**config.mk**
```make
export PLATFORM = sky130hd
export DESIGN_NAME = shift_sequencer
export DESIGN_NICKNAME = d
export VERILOG_FILES = /design/src/rtl/shift_sequencer.sv
export SDC_FILE = /design/constraint.sdc
export NUM_CORES = 1
export LEC_CHECK = 0
export CAP_MARGIN = 30
export CORE_UTILIZATION = 30
export DETAILED_ROUTE_END_ITERATION = 16
export GPL_ROUTABILITY_DRIVEN = 0
export HOLD_SLACK_MARGIN = 0.02
export PLACE_DENSITY = 0.47
export SLEW_MARGIN = 5
export SYNTH_ARGS = -nofsm -noshare
export SYNTH_HDL_FRONTEND = slang
export SYNTH_SLANG_ARGS = --single-unit
```
**constraint.sdc**
```tcl
create_clock -name clk -period 7.14 [get_ports clk]
set_clock_uncertainty 0.15 [all_clocks]
set_input_delay 1.785 -clock clk [delete_from_list [all_inputs] [get_ports clk]]
set_output_delay 1.785 -clock clk [all_outputs]
set_load 0.05 [all_outputs]
```
**src/rtl/shift_sequencer.sv**
```systemverilog
// Multi-cycle left shifter: shifts a captured operand by up to STEP_MAX bits per
// cycle and reports the result plus zero/negative/carry-out/overflow flags.
module shift_sequencer #(
  parameter int unsigned STEP_MAX = 3
) (
  input  logic        clk,
  input  logic        reset,
  input  logic        start,
  input  logic [31:0] operand,
  input  logic [4:0]  amount,
  output logic        busy,
  output logic        done,
  output logic [31:0] result,
  output logic        zeroFlag,
  output logic        negativeFlag,
  output logic        carryoutFlag,
  output logic        overflowFlag
);

  typedef enum logic [1:0] {
    IDLE  = 2'd0,
    SHIFT = 2'd1,
    DONE  = 2'd2
  } state_e;

  state_e      state_q;
  logic [31:0] acc_q, acc_d;
  logic [4:0]  rem_q, rem_d;
  logic        carry_q, carry_d;
  logic        ovf_q, ovf_d;
  logic        msb_q;
  logic [4:0]  step;
  logic [4:0]  carry_idx;

  logic        busy_q, done_q;
  logic [31:0] result_q;
  logic        zero_q, neg_q, cout_q, ovfl_q;

  // One shift step; a zero step (amount == 0) leaves every datapath register untouched.
  always_comb begin
    step      = (rem_q > 5'(STEP_MAX)) ? 5'(STEP_MAX) : rem_q;
    rem_d     = rem_q - step;
    carry_idx = 5'd31 - (step - 5'd1);
    acc_d     = acc_q;
    carry_d   = carry_q;
    ovf_d     = ovf_q;
    if (step != 5'd0) begin
      acc_d   = acc_q << step;
      carry_d = acc_q[carry_idx];
      ovf_d   = ovf_q | (acc_d[31] != msb_q);
      for (int i = 0; i < 3; i++) begin
        if ((5'(i) < step) && (acc_q[5'(31 - i)] != msb_q)) ovf_d = 1'b1;
      end
    end
  end

  // NOTE: sequential state uses non-blocking assignments so every register samples
  // pre-edge values; the async reset clears datapath and outputs alike, since a
  // freshly reset block must present all-zero result and flags.
  always_ff @(posedge clk or posedge reset) begin
    if (reset) begin
      state_q  <= IDLE;
      acc_q    <= '0;
      rem_q    <= '0;
      carry_q  <= 1'b0;
      ovf_q    <= 1'b0;
      msb_q    <= 1'b0;
      busy_q   <= 1'b0;
      done_q   <= 1'b0;
      result_q <= '0;
      zero_q   <= 1'b0;
      neg_q    <= 1'b0;
      cout_q   <= 1'b0;
      ovfl_q   <= 1'b0;
    end else begin
      case (state_q)
        IDLE: begin
          done_q <= 1'b0;
          if (start) begin
            acc_q   <= operand;
            rem_q   <= amount;
            carry_q <= 1'b0;
            ovf_q   <= 1'b0;
            msb_q   <= operand[31];
            busy_q  <= 1'b1;
            state_q <= SHIFT;
          end
        end
        SHIFT: begin
          acc_q   <= acc_d;
          rem_q   <= rem_d;
          carry_q <= carry_d;
          ovf_q   <= ovf_d;
          if (rem_d == 5'd0) begin
            done_q   <= 1'b1;
            result_q <= acc_d;
            zero_q   <= (acc_d == 32'd0);
            neg_q    <= acc_d[31];
            cout_q   <= carry_d;
            ovfl_q   <= ovf_d;
            state_q  <= DONE;
          end
        end
        DONE: begin
          done_q  <= 1'b0;
          busy_q  <= 1'b0;
          state_q <= IDLE;
        end
        default: begin
          done_q  <= 1'b0;
          busy_q  <= 1'b0;
          state_q <= IDLE;
        end
      endcase
    end
  end

  assign busy         = busy_q;
  assign done         = done_q;
  assign result       = result_q;
  assign zeroFlag     = zero_q;
  assign negativeFlag = neg_q;
  assign carryoutFlag = cout_q;
  assign overflowFlag = ovfl_q;

endmodule

```
# Word level (Yosys, flattened, before mapping)
# Cells that the tools add are included.
# W data, S select, Z words.
# totals
regBits	80
inputBits	40
out_inout_bits	38
elab_cells	55
# classes
add_sub_neg	3
n_lt_le_gt_ge	2
n_eq_ne	4
shifts	1
n_mux	20
bitwise_logic	2
n_reduce_logical	10
# ops
op	count
$mux W32	2
$pmux W32 S2	1
$logic_not A32 Y1	1
$shl A32 B5 Y32	1
$mux W5	2
$pmux W5 S2	1
$reduce_and A2 Y1	5
$mux W1	7
$lt A5 B6 Y1 const B	1
$pmux W1 S2	3
$bmux W1 S5	1
$gt A5 B2 Y1 const B	1
$logic_not A5 Y1	1
$reduce_bool A5 Y1	1
$sub A5 B1 Y5 const B	1
$sub A5 B5 Y5	1
$sub A5 B5 Y5 const A	1
$mux W2	2
$ne A2 B2 Y1 const B	2
$pmux W2 S2	1
$eq A2 B1 Y1 const B	1
$logic_not A2 Y1	1
$reduce_bool A2 Y1	1
$ne A1 B1 Y1	1
2 further kinds	2

# Longest topological paths before layout
# depth
word_depth	8
ltp_mapped	17
ltp_nobuf	11

# Worst setup path before layout
# OpenSTA, ideal clock, no wires.
# synth_path
path_type	register -> register
startpoint	register rem_q[3]
endpoint	register zero_q, in the netlist zeroFlag
setup_time_ps	95
t_arrival_ps	3801
t_required_ps	6895
setup_slack_ps	3094
stages_incl_launch_ff	17
path_buffers	8
period_less_slack_ps	4046
path_cell_list	dfrtp_1 buf_6 or4_4 buf_6 inv_2 buf_2 ha_1 clkbuf_1 clkbuf_1 ha_1 clkbuf_1 clkbuf_1 clkbuf_1 mux2i_1 nand4_1 or3_1 o31ai_1
# synth_via
elab_chain_cells	5
word_cells_on_any_way	9
cone_classes	1 x add/sub; 1 x order compare; 1 x shift; 2 x mux; 4 x reduce/logical
# synth_rtl
element	line	source
start, declared	28	logic [4:0] rem_q, rem_d;
start signal, assigned	81	rem_q <= amount;
start signal, assigned	91	rem_q <= rem_d;
$gt A5 B2 Y1	41	step = (rem_q > 5'(STEP_MAX)) ? 5'(STEP_MAX) : rem_q;
$mux W5	41	
$shl A32 B5 Y32, or another cell as far along	48	acc_d = acc_q << step;
$mux W32 or $logic_not A5 Y1 (tied branches)	47, 94	
$logic_not A32 Y1 or $reduce_and A2 Y1 (tied branches)	n/a	
end signal, assigned	97	zero_q <= (acc_d == 32'd0);
end, declared	37	logic zero_q, neg_q, cout_q, ovfl_q;
# Parallel ways exist; a longest one is shown, timed or not.
# A chain may end at the register's enable or synchronous reset.

# Worst setup path after layout
# layout_path
startpoint	register rem_q[0]
endpoint	register zero_q, in the netlist zeroFlag
# Same word-level chain as after synthesis.

==> results.json <==
{
  "run_status": "completed",
  "relSlewSlack_pct": 32.99,
  "async_flop_share_pct": 100.0,
  "port_buffers": 77,
  "seq_area_sq_mm": 0.001977,
  "ys_seq_elements": 79,
  "cap_violations": 0,
  "synth_area_leaders": "dfrtp_1, o21ai_0, nand2_1, a22oi_1, a21oi_1",
  "rsz0062_at_grt": "no",
  "core_area_sq_mm": 0.01399,
  "numCtsBuffers": 9,
  "clk_latency_ns": 0.34,
  "synth_cells": 490,
  "die-area_sq_mm": 0.01489,
  "met3_length_um": 796,
  "vias": 4164,
  "path_cells": "or4_4, inv_2, ha_1, ha_1, nor4_1, nand2b_1, o221ai_1, nand4_1, or4_1, o31ai_1",
  "worstMarginPinSlew_ns": 1.005,
  "crit_path_max_fanout": 27,
  "drtAntennaViolNets": 0,
  "die_x_um": 122.0,
  "setup_violations": 0,
  "top_layer": "met4",
  "drv_slew": 0,
  "cts-htree-levels": 3,
  "post_cts_buffers": 0,
  "pre_cts_ws_ns": 2.140,
  "antenna_cells": 0,
  "gr-total-overflow": 0,
  "vias_per_cell": 5.720,
  "synth_top_cell_area_share_pct": 45.73,
  "powerDensity_mw_per_mm2": 550.9,
  "grt_use_total_pct": 19.62,
  "critPathBufInv": 1,
  "synth_nets": 533,
  "min_period_over_period_pct": 71.34,
  "hold_path_class": "flip-flop to flip-flop",
  "cp_top_family": "simple AND/OR/NAND/NOR gates",
  "fillCellCount": 1446,
  "synth_top_flop_cell": "dfrtp_1",
  "hold_viol_final": 0,
  "yosysSeqAreaShare_pct": 45.73,
  "leakagePower_nw": 2.215,
  "wirelength_um": 13740,
  "syn_to_final_growth_pct": 27.18,
  "holdBufCountCts": 0,
  "rows": 43,
  "syn-cell-area_sq_mm": 0.004323,
  "grt_antenna_before_repair": 0,
  "cts_resized": 0,
  "wl_met2_um": 5993,
  "hpwl_um": 9680,
  "initialDrtViolationCount": 380,
  "ctsRootBufferMaster": "clkbuf_16",
  "end_kind": "flip-flop",
  "grt_pass1_wl_um": 22330,
  "crit_top_cell": "ha_1",
  "max_stage_delay_ns": 0.72,
  "cts.sinks": 79,
  "ioPinCount": 78,
  "synth-edff-count": 0,
  "wirelength_met1_um": 6607,
  "crit_type": "flip-flop to flip-flop",
  "cp.required_ns": 7.23,
  "clk_path_buf_depth": 2,
  "fin_crit_ns": 5.094,
  "yosys_warnings": 0,
  "start_util_pct": 30.90,
  "cp-start-kind": "flip-flop",
  "slowest_stage": "dfrtp_1",
  "final.setup.tns_ns": 0,
  "avgRoutedWirePerCell_um": 18.87,
  "synth_cell_types": 58,
  "die_h_um": 122.0,
  "multi_input_area_sq_mm": 0.002131,
  "synth.avg_cell_area_sq_um": 8.822,
  "drtPass1Iterations": 6,
  "max_freq_mhz": 196.3,
  "grt_max_degree": 69,
  "grt_pass1_vias": 4040,
  "layout.nets": 588,
  "power.total_mw": 3.029,
  "critPathArrivalTime_ns": 5.19,
  "synth_area_leader_cell": "dfrtp_1",
  "vdd_drop_max_mv": 0.1984,
  "cts_tree": "done",
  "drc_errors": 0,
  "fin_ws_ns": 2.046,
  "clk_pin_slew_worst_paths_ns": 0.06,
  "layout-drive-gt1-share_pct": 6.934
}
==> Yosys cell counts, types with 2 or more instances <==
cell type / number
clkbuf_1: 29
a21oi_1: 23
nand4_1: 10
ha_1: 3
nor2b_1: 3
or4_4: 2
a22oi_1: 31
dfrtp_1: 79
or2_2: 2
o221ai_1: 13
o22ai_1: 12
inv_1: 8
mux2i_1: 3
a2bb2oi_1: 2
o21ai_0: 72
a221oi_1: 6
a31oi_1: 3
nor2_1: 19
nor3_1: 4
nand4b_1: 2
nand3_1: 16
buf_2: 4
a211oi_1: 3
o31ai_1: 2
buf_6: 3
or3_1: 4
o211ai_1: 2
mux4_2: 3
nand2b_1: 6
o31a_1: 2
nand2_2: 2
o22a_1: 6
nand2_1: 86
==> kinds of logic (layout without fill, tap and decap cells) <==
family | after synthesis | count (layout) | synth area share, %
XOR/XNOR | 1 | 1 | 0.2026
multiplexers | 7 | 7 | 2.865
AND/OR/NAND/NOR | 163 | 163 | 17.42
buffers and inverters | 49 | 107 | 5.267
AO/OA/AOI/OAI | 187 | 187 | 27.55
other | 1 | 1 | 0.08675
flip-flops | 79 | 79 | 45.73
adder cells (fa/ha/maj) | 3 | 3 | 0.8684
==> sequential cells by signal, indices dropped and copies added (netlist names) <==
register	flops
acc_q	32
carry_q	1
msb_q	1
overflowFlag	1
state_q	2
done	1
zeroFlag	1
carryoutFlag	1
ovf_q	1
busy	1
result	32
rem_q	5
==> final timing paths <==
check	from	endpoint	slack, ns	depth (start not counted)
worst min register to register	overflowFlag	overflowFlag	0.32	2
worst min-delay path	overflowFlag	overflowFlag	0.32	2
min in group asynchronous	reset	result[11]	1.76	3
worst max register to register	rem_q[0]	zeroFlag	2.05	10
worst max-delay path	rem_q[0]	zeroFlag	2.05	10
max in group asynchronous	reset	busy	4.48	4
==> power by group <==
| part | internal [mW] | switching (mW) | leakage, nW |
|---|---|---|---|
| logic | 0.577 | 1.05 | 1.09 |
| clock network | 0.286 | 0.175 | 0.147 |
| registers | 0.669 | 0.273 | 0.973 |
==> area by class of cell <==
class	instances	share of cell area, %
clock buffers	11	4.597
repair buffers	83	15.07
multi-input cells	362	38.76
flip-flops and latches	79	35.96
well taps	180	4.096
clock inverters	3	0.7965
inverters	10	0.7283
==> cells in the final DEF (no fill, tap or decap), types with 2 or more instances in the layout <==
cell type,count
nand2b_2,2
o21ai_0,72
nand2_1,85
or2_2,2
clkbuf_16,9
nand2b_1,5
nor2b_1,3
inv_1,7
nand2_2,3
clkdlybuf4s50_1,77
buf_4,5
or4_4,2
a211oi_1,3
a21oi_1,23
nor2_1,18
dfrtp_1,79
o31a_1,2
clkbuf_8,2
clkinv_2,3
nand4b_1,2
or3_1,4
nand4_1,10
nor3_1,4
o22ai_1,12
a221oi_1,6
o22a_1,6
mux4_2,3
a22oi_1,31
a2bb2oi_1,2
ha_1,3
mux2i_1,3
o221ai_1,13
a31oi_1,3
o31ai_1,2
o211ai_1,2
nand3_1,16
==> through the flow <==
stage	area, sq um	hold slack, ns	utilization, %	instances
global route	5498	0.3525	39.30	728
CTS	5498	0.3353	39.30	728
detailed placement	5201	0.3210	37.18	714
global placement	5181	0.3115	37.04	713
finish	5498	0.3239	39.30	728
floorplan	4323	0.3006	-	490
==> layer usage <==
metal  vias up  track usage [%]
met5         -                0
met3        35            3.792
met4         0            8.796
li1       1939                -
met1      2032            27.79
met2       158            28.67
==> worst reg2reg max path: cells and delay by family, from the launching register on <==
kind                       cells  cell delay (ns)
AOI/OAI and AO/OA              2             0.67
DFF                            1             0.72
buffers and inverters          1             0.22
and+or+nand+nor                5             2.29
adders and majority gates      2             0.95
Note: power is estimated with default switching activity, not from simulation.
